File: src/rtl/mem_access_ctrl.sv
// MEM-stage data-memory sequencer: turns EX_MEM load/store control into a
// req/ack bus transaction, stalls the pipeline and formats sub-word data.
module mem_access_ctrl #(
    parameter int unsigned TIMEOUT = 255
) (
    input  logic        clk,
    input  logic        reset,
    input  logic        MEM_cntl_MemRead,
    input  logic        MEM_cntl_MemWrite,
    input  logic [2:0]  MEM_funct,
    input  logic [31:0] MEM_ALUResult,
    input  logic [31:0] MEM_WriteData,
    output logic        dmem_req,
    output logic        dmem_we,
    output logic [31:0] dmem_addr,
    output logic [31:0] dmem_wdata,
    output logic [3:0]  dmem_wstrb,
    input  logic        dmem_ack,
    input  logic [31:0] dmem_rdata,
    output logic [31:0] MEM_ReadMemData,
    output logic        stall,
    output logic        MEM_WB_bubble,
    output logic        access_exc,
    output logic        bus_err
);

    typedef enum logic [1:0] {IDLE, BUSY, DONE} state_t;

    localparam logic [7:0] CNT_LAST = 8'(TIMEOUT - 1);

    state_t      state;
    logic [7:0]  cnt;
    logic [2:0]  funct_q;
    logic [1:0]  off_q;

    logic        access;
    logic        illegal;
    logic        in_idle;
    logic        in_busy;
    logic [1:0]  off;
    logic [31:0] st_wdata;
    logic [3:0]  st_wstrb;
    logic [7:0]  ld_byte;
    logic [15:0] ld_half;
    logic [31:0] ld_data;

    assign access  = MEM_cntl_MemRead | MEM_cntl_MemWrite;
    assign off     = MEM_ALUResult[1:0];
    assign in_idle = (state == IDLE) && !reset;
    assign in_busy = (state == BUSY) && !reset;

    always_comb begin
        case (MEM_funct)
            3'b000:  illegal = 1'b0;
            3'b100:  illegal = MEM_cntl_MemWrite;
            3'b001:  illegal = off[0];
            3'b101:  illegal = off[0] | MEM_cntl_MemWrite;
            3'b010:  illegal = |off;
            default: illegal = 1'b1;
        endcase
    end

    always_comb begin
        st_wdata = MEM_WriteData;
        st_wstrb = 4'b1111;
        case (MEM_funct[1:0])
            2'b00: begin
                st_wdata = {4{MEM_WriteData[7:0]}};
                st_wstrb = 4'b0001 << off;
            end
            2'b01: begin
                st_wdata = {2{MEM_WriteData[15:0]}};
                st_wstrb = 4'b0011 << off;
            end
            default: ;
        endcase
    end

    always_comb begin
        case (off_q)
            2'd0:    ld_byte = dmem_rdata[7:0];
            2'd1:    ld_byte = dmem_rdata[15:8];
            2'd2:    ld_byte = dmem_rdata[23:16];
            default: ld_byte = dmem_rdata[31:24];
        endcase
        ld_half = off_q[1] ? dmem_rdata[31:16] : dmem_rdata[15:0];
        case (funct_q)
            3'b000:  ld_data = {{24{ld_byte[7]}}, ld_byte};
            3'b100:  ld_data = {24'd0, ld_byte};
            3'b001:  ld_data = {{16{ld_half[15]}}, ld_half};
            3'b101:  ld_data = {16'd0, ld_half};
            default: ld_data = dmem_rdata;
        endcase
    end

    // An illegal access is squashed: bubble MEM_WB but let the pipe advance.
    assign access_exc    = in_idle && access && illegal;
    assign stall         = (in_idle && access && !illegal) || in_busy;
    assign MEM_WB_bubble = (in_idle && access) || in_busy;

    always_ff @(posedge clk) begin
        if (reset) begin
            state           <= IDLE;
            cnt             <= 8'd0;
            funct_q         <= 3'd0;
            off_q           <= 2'd0;
            dmem_req        <= 1'b0;
            dmem_we         <= 1'b0;
            dmem_addr       <= 32'd0;
            dmem_wdata      <= 32'd0;
            dmem_wstrb      <= 4'd0;
            MEM_ReadMemData <= 32'd0;
            bus_err         <= 1'b0;
        end else begin
            bus_err <= 1'b0;
            case (state)
                IDLE: begin
                    if (access && !illegal) begin
                        state      <= BUSY;
                        cnt        <= 8'd0;
                        funct_q    <= MEM_funct;
                        off_q      <= off;
                        dmem_req   <= 1'b1;
                        dmem_we    <= MEM_cntl_MemWrite;
                        dmem_addr  <= {MEM_ALUResult[31:2], 2'b00};
                        dmem_wdata <= MEM_cntl_MemWrite ? st_wdata : 32'd0;
                        dmem_wstrb <= MEM_cntl_MemWrite ? st_wstrb : 4'd0;
                    end
                end
                BUSY: begin
                    if (dmem_ack || cnt == CNT_LAST) begin
                        state           <= DONE;
                        dmem_req        <= 1'b0;
                        dmem_we         <= 1'b0;
                        dmem_addr       <= 32'd0;
                        dmem_wdata      <= 32'd0;
                        dmem_wstrb      <= 4'd0;
                        MEM_ReadMemData <= dmem_ack ? ld_data : 32'd0;
                        bus_err         <= !dmem_ack;
                    end else begin
                        cnt <= cnt + 8'd1;
                    end
                end
                DONE:    state <= IDLE;
                default: state <= IDLE;
            endcase
        end
    end

endmodule

File: config.mk
export PLATFORM = sky130hd
export DESIGN_NAME = mem_access_ctrl
export DESIGN_NICKNAME = d
export VERILOG_FILES = /design/src/rtl/mem_access_ctrl.sv
export SDC_FILE = /design/constraint.sdc
export NUM_CORES = 1
export LEC_CHECK = 0
export CAP_MARGIN = 40
export CORE_UTILIZATION = 48
export CTS_BUF_LIST = sky130_fd_sc_hd__clkbuf_2 sky130_fd_sc_hd__clkbuf_4 sky130_fd_sc_hd__clkbuf_8
export DETAILED_ROUTE_END_ITERATION = 6
export GPL_ROUTABILITY_DRIVEN = 0
export PLACE_DENSITY = 0.95
export SYNTH_ARGS = -nofsm -noshare
export SYNTH_HDL_FRONTEND = slang
export SYNTH_SLANG_ARGS = --single-unit
File: constraint.sdc
create_clock -name clk -period 5 [get_ports clk]
set_input_delay 1 -clock clk [delete_from_list [all_inputs] [get_ports clk]]
set_output_delay 1 -clock clk [all_outputs]
set_load 0.01 [all_outputs]
==> results of run 1 <==
final cells by class:
| class | count | share of cell area [%] |
|---|---|---|
| inverter | 11 | 0.538 |
| clock inverter | 13 | 2.07 |
| tap | 136 | 2.22 |
| timing repair buffer | 216 | 28.6 |
| sequential | 116 | 30.2 |
| multi-input combinational | 359 | 33.0 |
| clock buffer | 19 | 3.32 |
placed cells by master (no fill, tap or decap), drive strengths merged, types with 5 or more instances in the layout:
| cell | n |
|---|---|
| nand2 | 60 |
| a221o | 17 |
| a21oi | 60 |
| o211ai | 39 |
| o21ai | 15 |
| a221oi | 8 |
| o2bb2ai | 21 |
| nor2 | 9 |
| inv | 11 |
| clkdlybuf4s50 | 206 |
| a21o | 8 |
| mux2 | 19 |
| nor3 | 5 |
| clkbuf | 19 |
| buf | 10 |
| clkinv | 7 |
| dfxtp | 116 |
| nand4 | 10 |
| mux2i | 26 |
| a22o | 15 |
registers in the layout, summed over array words and instances, names as in the netlist:
name             count
dmem_wdata          32
off_q                2
dmem_addr           30
state                2
dmem_we              1
dmem_req             1
funct_q              3
cnt                  8
MEM_ReadMemData     32
dmem_wstrb           4
bus_err              1
metal layers:
layer	up-vias	track usage, %	routed length [um]
met3	60	9.73	1350
met5	-	0	0
met4	0	17.8	684
li1	2385	-	-
met2	259	50.6	8170
met1	2475	33.5	6240
power groups by stage:
stage               Clock [W]  Sequential [W]  Combinational [W]
finish               0.000896        0.000995           0.000408
global route         0.000949        0.000999           0.000434
CTS                  0.000905        0.000994           0.000405
detailed placement          0         0.00101           0.000400
global placement            0         0.00101           0.000378
floorplan                   0         0.00102           0.000171
kinds of logic (layout without fill, tap and decap cells):
logic type               after synthesis  count (layout)  share of synthesized area, %
AO/OA/AOI/OAI                        194             194                          27.2
XOR/XNOR                               2               2                         0.343
adder cells (fa/ha/maj)                2               2                         0.489
buffers and inverters                 65             259                          5.56
flip-flops                           116             116                          45.4
multiplexers                          46              46                          9.72
other                                  1               2                        0.0734
AND/OR/NAND/NOR                      113             113                          11.2
final timing paths:
check / start / end
worst min register to register: MEM_ReadMemData[12] / MEM_ReadMemData[12]
worst max-delay path: MEM_cntl_MemWrite / stall
worst min-delay path: MEM_ReadMemData[12] / MEM_ReadMemData[12]
worst max register to register: state[1] / MEM_ReadMemData[29]
worst max-delay path, cell delays in order:
cell and delay, ns:
clkdlybuf4s50_1 0.62, a221oi_1 0.47, o211ai_1 0.20, a21oi_1 0.18, clkdlybuf4s50_1 0.56
through the flow:
| step | hold WS [ns] | cell area, um^2 |
|---|---|---|
| CTS | 0.462 | 7680 |
| finish | 0.459 | 7680 |
| global route | 0.486 | 7680 |
| global placement | 0.436 | 7170 |
| floorplan | 0.450 | 5120 |
| detailed placement | 0.447 | 7260 |
==> flow_metrics.env, run 1 <==
export IMPL_fin_skew_ns=0.0115
export IMPL_post_cts_resized=0
export IMPL_grt_pass1_vias=5283
export IMPL_fp_dieW_um=105
export IMPL_grt_max_degree=53
export IMPL_synth_most_common_cell="dfxtp_1"
export IMPL_r2r_cells=4
export IMPL_yosys_area_top_type="dfxtp_1"
export IMPL_drt_iter0_drc=318
export IMPL_postRouteAntennaNets=0
export IMPL_pwr_share_clk_pct=39.0
export IMPL_ios=210
export IMPL_overflow=0
export IMPL_pwr_share_comb_pct=17.7
export IMPL_die_area_um2=11100
export IMPL_p_sw_w=0.000608
export IMPL_critPathRequiredTime_ns=4.00
export IMPL_worstSetupEndpointType="output port"
export IMPL_synthCells=539
export IMPL_vias_per_cell=5.95
export IMPL_synth_flop_cell="dfxtp_1"
export IMPL_finalSetupTns_ns=0
export IMPL_p_leak_nw=2.82
export IMPL_post_cts_setup_buffers=0
export IMPL_final_core_util_pct=74.4
export IMPL_insertion_delay_ns=0.43
export IMPL_nets=827
export IMPL_drive_gt1_share_pct=10.9
export IMPL_finalHoldViolations=0
export IMPL_wl_per_cell_um=18.9
export IMPL_core_rowCount=37
export IMPL_cap_violations=0
export IMPL_netlist_area_leader_share_pct=45.4
export IMPL_max_freq_mhz=248
export IMPL_finalPower_w=0.00230
export IMPL_tightest_slew_ns=0.804
export IMPL_register_area_um2=2320
export IMPL_clock_sinks=116
export IMPL_nFillCells=686
export IMPL_fin_ws_ns=0.974
export IMPL_cts_root_buf="clkbuf_8"
export IMPL_antenna_found_initial=0
export IMPL_tritoncts="yes"
export IMPL_seq_area_frac_synth_pct=45.4
export IMPL_r2r_slack_ns=2.48
export IMPL_synth_edff_count=0
export IMPL_htreeDepth=4
export IMPL_crit_path_max_fanout=11
export IMPL_crit_type="in2out"
export IMPL_fin_cells=870
export IMPL_clock_path_buffers=2
export IMPL_multi_input_area_um2=2530
export IMPL_drtPass1Iterations=5
export IMPL_hold_path_class="reg2reg"
export IMPL_start_kind="input pin"
export IMPL_dp_slack_ns=1.02
export IMPL_holdBufCountCts=0
export IMPL_initial_core_util_pct=49.5
export IMPL_hold_path_depth=1
export IMPL_drc=0
export IMPL_synth_area_um2=5110
export IMPL_cts_buffers=17
export IMPL_finalCritPeriodShare_pct=80.5
export IMPL_p_sw_share_pct=26.5
export IMPL_final_min_clock_period_ns=4.03
export IMPL_yosys_register_bits=116
export IMPL_grt_pass1_wl_um=26500
export IMPL_core_um2=10300
export IMPL_dp_cells=838
export IMPL_async_flop_share_pct=0
export IMPL_synth_avg_cell_area_um2=9.48
export IMPL_vias=5179
export IMPL_yosysUniqueCellTypes=53
export IMPL_ir_worst_vdd_v=0.000219
export IMPL_dp_hpwl_um=11600
export IMPL_n_antenna_cell=0
export IMPL_synthTopCellsByCount="dfxtp_1 (116), a21oi_1 (60), nand2_1 (60), o211ai_1 (39), clkbuf_1 (31)"
export IMPL_rsz0062_at_grt="no"
export IMPL_maxSlewHeadroom_pct=46.2
export IMPL_wl_um=16500
export IMPL_yosysWarningCount=0
export IMPL_status="complete, no violations"
export IMPL_p_int_w=0.00169
export IMPL_io_buffers=207
export IMPL_clk_pin_slew_ns=0.06
export IMPL_setup_violations_final=0
export IMPL_p_per_area_nw_per_um2=299
export IMPL_synth_area_top_cells="dfxtp_1 (45%), a21oi_1 (5.9%), o211ai_1 (5.7%)"
export IMPL_p_seq_share_pct=43.3
export IMPL_syn2layout_area_growth_pct=50.2
export IMPL_cp_arrival_ns=3.03
export IMPL_track_usage_pct=30.2
export IMPL_final_max_slew_violation_count=0
export IMPL_die_height_um=105
Note: power is estimated with default switching activity, not from simulation.
==> run 2, diff against run 1 <==
- CORE_UTILIZATION: 48 -> 40
- PLACE_DENSITY: 0.95 -> 0.88
- clock period: 5 -> 3.5 ns (I/O delays scaled with it)
==> run 2 against run 1 <==
Against the previous run: register-to-register slack got worse by 1.3 ns; sequential cell count unchanged; routed wire length grew 0.35%; critical endpoint unchanged; die area up 20%; highest routed layer unchanged; largest power group unchanged; final area about the same.
==> flow_metrics.env, run 2 (synthesis results as in run 1) <==
export IMPL_insertion_delay_ns=0.43
export IMPL_track_usage_pct=24.9
export IMPL_fin_skew_ns=0.0162
export IMPL_grt_max_degree=49
export IMPL_vias_per_cell=5.63
export IMPL_clock_path_buffers=2
export IMPL_drc=0
export IMPL_die_area_um2=13200
export IMPL_drive_gt1_share_pct=11.3
export IMPL_post_cts_setup_buffers=0
export IMPL_status="complete, no violations"
export IMPL_grt_pass1_vias=5111
export IMPL_nets=830
export IMPL_syn2layout_area_growth_pct=50.3
export IMPL_hold_path_class="reg2reg"
export IMPL_fp_dieW_um=115
export IMPL_holdBufCountCts=0
export IMPL_n_antenna_cell=0
export IMPL_dp_hpwl_um=11800
export IMPL_dp_slack_ns=0.146
export IMPL_post_cts_resized=0
export IMPL_overflow=0
export IMPL_hold_ws_ns=0.451
export IMPL_max_freq_mhz=295
export IMPL_fin_ws_ns=0.109
export IMPL_clk_pin_slew_ns=0.07
export IMPL_nFillCells=1010
export IMPL_htreeDepth=4
export IMPL_critPathRequiredTime_ns=2.80
export IMPL_setup_violations_final=0
export IMPL_start_kind="input pin"
export IMPL_final_min_clock_period_ns=3.39
export IMPL_finalSetupTns_ns=0
export IMPL_reg_top3="MEM_ReadMemData (32), dmem_wdata (32), dmem_addr (30)"
export IMPL_tightest_slew_ns=0.841
export IMPL_wl_per_cell_um=18.2
export IMPL_p_leak_nw=2.82
export IMPL_multi_input_area_um2=2530
export IMPL_antenna_found_initial=0
export IMPL_layout_common_cells="clkdlybuf4s50_1 (206), dfxtp_1 (116), nand2_1 (60)"
export IMPL_cp_arrival_ns=2.69
export IMPL_crit_type="in2out"
export IMPL_clock_sinks=116
export IMPL_maxSlewHeadroom_pct=43.7
export IMPL_wl_um=16500
export IMPL_rsz0062_at_grt="no"
export IMPL_cts_buffers=17
export IMPL_finalHoldViolations=0
export IMPL_tritoncts="yes"
export IMPL_ir_worst_vdd_v=0.000262
export IMPL_postRouteAntennaNets=0
export IMPL_drtPass1Iterations=5
export IMPL_final_max_slew_violation_count=0
export IMPL_core_um2=12200
export IMPL_vias=5091
export IMPL_initial_core_util_pct=41.9
export IMPL_core_rowCount=40
export IMPL_io_buffers=207
export IMPL_crit_path_max_fanout=7
export IMPL_register_area_um2=2320
export IMPL_cts_root_buf="clkbuf_8"
export IMPL_die_height_um=115
export IMPL_grt_pass1_wl_um=25500
export IMPL_cap_violations=0
export IMPL_ios=210
export IMPL_p_per_area_nw_per_um2=420
export IMPL_finalCritPeriodShare_pct=96.9
export IMPL_worstSetupEndpointType="output port"
export IMPL_final_common_cell="clkdlybuf4s50_1"
export IMPL_drt_iter0_drc=293
==> run 2: cell count changes in the layout (fill, tap and decap cells not counted), moves of 2 or more <==
cell and change:
buf_4 +5, clkbuf_4 +2, clkinv_2 +2, clkinv_4 -2
clkinvlp_4 -2
==> run 2: metal layers <==
metal / wire, um / vias to the layer above / GRT usage [%]
met5: 0 / - / 0
met1: 6670 / 2472 / 27.4
li1: - / 2382 / -
met2: 8290 / 201 / 43.1
met4: 472 / 0 / 13.3
met3: 1080 / 36 / 7.70
==> run 2: worst max-delay path: stages <==
cell and delay, ns:
clkdlybuf4s50_1 0.57, a221oi_1 0.48, o211ai_1 0.20, a21oi_1 0.19, clkdlybuf4s50_1 0.55
==> run 2: worst paths after layout <==
path	startpoint	end	slack, ns	depth (start not counted)
max	MEM_ALUResult[0]	stall	0.11	5
min	dmem_we	dmem_we	0.45	1
max reg2reg	off_q[1]	MEM_ReadMemData[12]	1.17	4
min reg2reg	dmem_we	dmem_we	0.45	1
==> run 2: where the power goes <==
group | switching (W) | internal [W] | leakage, nW
logic | 0.000272 | 0.000305 | 1.67
clock network | 0.000542 | 0.000687 | 0.206
registers | 0.0000420 | 0.00138 | 0.942
==> run 2: cell type report <==
class                   count  share of cell area [%]
clock buffers              22                    3.70
clock inverters            10                    1.38
inverters                  11                   0.537
multi-input cells         359                    33.0
flip-flops and latches    116                    30.2
well taps                 168                    2.74
repair buffers            219                    28.4
==> run 2: through the flow <==
| step | instance area [um^2] | util (%) | std cells | power (W) |
|---|---|---|---|---|
| floorplan | 5120 | - | 540 | 0.00171 |
| global placement | 7250 | 59.4 | 871 | 0.00200 |
| detailed placement | 7290 | 59.7 | 873 | 0.00202 |
| CTS | 7680 | 62.9 | 905 | 0.00324 |
| global route | 7680 | 62.9 | 905 | 0.00335 |
| finish | 7680 | 62.9 | 905 | 0.00323 |
==> run 3, diff against run 2 <==
- GPL_TIMING_DRIVEN: unset -> 0
==> run 3 against run 2 <==
Against the previous run: clock power increased by 7%; critical endpoint is now access_exc; final area increased by 2.0%; maximum frequency increased by 2.0%.
==> flow_metrics.env, run 3 (synthesis results as in run 1) <==
export IMPL_ios=210
export IMPL_met2_usage_pct=43.6
export IMPL_p_leak_nw=2.92
export IMPL_finalHoldViolations=0
export IMPL_clock_path_buffers=2
export IMPL_worstSetupEndpointType="output port"
export IMPL_maxSlewHeadroom_pct=47.8
export IMPL_grt_pass1_wl_um=26400
export IMPL_fp_dieW_um=115
export IMPL_postRouteAntennaNets=0
export IMPL_fin_ws_ns=0.174
export IMPL_dp_slack_ns=-0.449
export IMPL_final_min_clock_period_ns=3.33
export IMPL_tritoncts="yes"
export IMPL_cap_violations=0
export IMPL_finalCritPeriodShare_pct=95.0
export IMPL_vias_per_cell=5.54
export IMPL_start_kind="input pin"
export IMPL_r2r_end="MEM_ReadMemData[24]"
export IMPL_antenna_found_initial=0
export IMPL_clk_pin_slew_ns=0.07
export IMPL_initial_core_util_pct=41.9
export IMPL_holdBufCountCts=0
export IMPL_r2r_cells=6
export IMPL_status="complete, no violations"
export IMPL_track_usage_pct=26.1
export IMPL_final_common_cell="clkdlybuf4s50_1"
export IMPL_insertion_delay_ns=0.45
export IMPL_post_cts_setup_buffers=0
export IMPL_use_met1_pct=29.7
export IMPL_drt_iter0_drc=490
export IMPL_fin_skew_ns=0.00742
export IMPL_cts_buffers=17
export IMPL_nFillCells=1005
export IMPL_min_from="MEM_ReadMemData[12]"
export IMPL_register_area_um2=2320
export IMPL_core_um2=12200
export IMPL_cp_arrival_ns=2.63
export IMPL_critPathRequiredTime_ns=2.80
export IMPL_layout_common_cells="clkdlybuf4s50_1 (203), dfxtp_1 (116), nand2_1 (60), a21oi_1 (60), o211ai_1 (39)"
export IMPL_final_max_slew_violation_count=0
export IMPL_core_rowCount=40
export IMPL_max_freq_mhz=301
export IMPL_die_height_um=115
export IMPL_multi_input_area_um2=2530
export IMPL_holdPathEnd="MEM_ReadMemData[12]"
export IMPL_wl_per_cell_um=18.1
export IMPL_tightest_slew_ns=0.780
export IMPL_r2r_start="cnt[1]"
export IMPL_vias=5226
export IMPL_htreeDepth=4
export IMPL_met3_usage_pct=7.33
export IMPL_grt_busiest_layer="met2"
export IMPL_n_antenna_cell=0
export IMPL_reg_top3="MEM_ReadMemData (32), dmem_wdata (32), dmem_addr (30)"
export IMPL_io_buffers=206
export IMPL_rsz0062_at_grt="no"
export IMPL_hold_path_class="reg2reg"
export IMPL_crit_path_max_fanout=10
export IMPL_syn2layout_area_growth_pct=53.4
export IMPL_clock_sinks=116
export IMPL_drc=0
export IMPL_final_core_util_pct=64.2
export IMPL_overflow=0
export IMPL_grt_max_degree=20
export IMPL_p_per_area_nw_per_um2=426
export IMPL_crit_type="in2out"
export IMPL_drive_gt1_share_pct=11.9
export IMPL_grt_pass1_vias=5207
export IMPL_hold_ws_ns=0.459
export IMPL_ir_worst_vdd_v=0.000411
export IMPL_drtPass1Iterations=5
export IMPL_wl_um=17100
export IMPL_hold_path_depth=1
export IMPL_cts_root_buf="clkbuf_8"
export IMPL_setup_violations_final=0
export IMPL_dp_hpwl_um=13100
export IMPL_r2r_slack_ns=1.34
export IMPL_die_area_um2=13200
export IMPL_nets=870
## run 3: cell count changes in the layout (fill, tap and decap cells not counted), sizes merged
cell,before,now
dlymetal6s2s,0,1
clkdlybuf4s50,206,203
buf,13,19
clkbuf,22,56
bufinv,2,3
clkinv,7,4
dlygate4sd2,0,2
clkinvlp,1,2
## run 3: cell type report
type	count	area share, %
flip-flops and latches	116	29.6
multi-input cells	359	32.3
plain buffers	53	3.13
well taps	168	2.68
clock inverters	9	1.60
clock buffers	22	3.86
inverters	11	0.527
repair buffers	206	26.3
## run 3: metal layers
metal  wire [um]  share of wire [%]
met5           0                  0
met4         694                4.1
met3        1330                7.8
met2        8350                 49
met1        6730                 39
## run 3: metrics by stage
step | cell area (um^2) | cells | TNS (ns) | total power (W)
floorplan | 5120 | 540 | 0 | 0.00171
global placement | 7390 | 914 | -0.422 | 0.00201
detailed placement | 7390 | 914 | -0.449 | 0.00203
CTS | 7840 | 944 | 0 | 0.00335
global route | 7840 | 944 | 0 | 0.00345
finish | 7840 | 944 | 0 | 0.00334
## run 3: critical path, cell delays in order
cell	delay (ns)
clkdlybuf4s50_1	0.58
clkbuf_1	0.40
clkbuf_2	0.33
nor3_1	0.09
clkdlybuf4s50_1	0.52
## run 3: power by group
group	switching, W	total, W	leakage (nW)	internal, W
sequential	0.0000350	0.00141	0.942	0.00138
clock	0.000534	0.00132	0.217	0.000789
combinational	0.000290	0.000600	1.76	0.000310
## run 3: what timing repair did
item	4_1_cts	5_1_grt
resized for setup	7	5
cloned	0	0
pin swaps	1	0
endpoints found under the setup margin	1	3
## run 3: worst max path at each step
stage                          start  cells past startpoint  slack (ns)          to
floorplan               MEM_funct[0]                      6        0.84       stall
global placement    MEM_ALUResult[1]                      7       -0.42       stall
detailed placement  MEM_ALUResult[1]                      7       -0.45       stall
CTS                     MEM_funct[2]                      6        0.01       stall
global route                   reset                      5        0.09  access_exc
finish                         reset                      5        0.17  access_exc
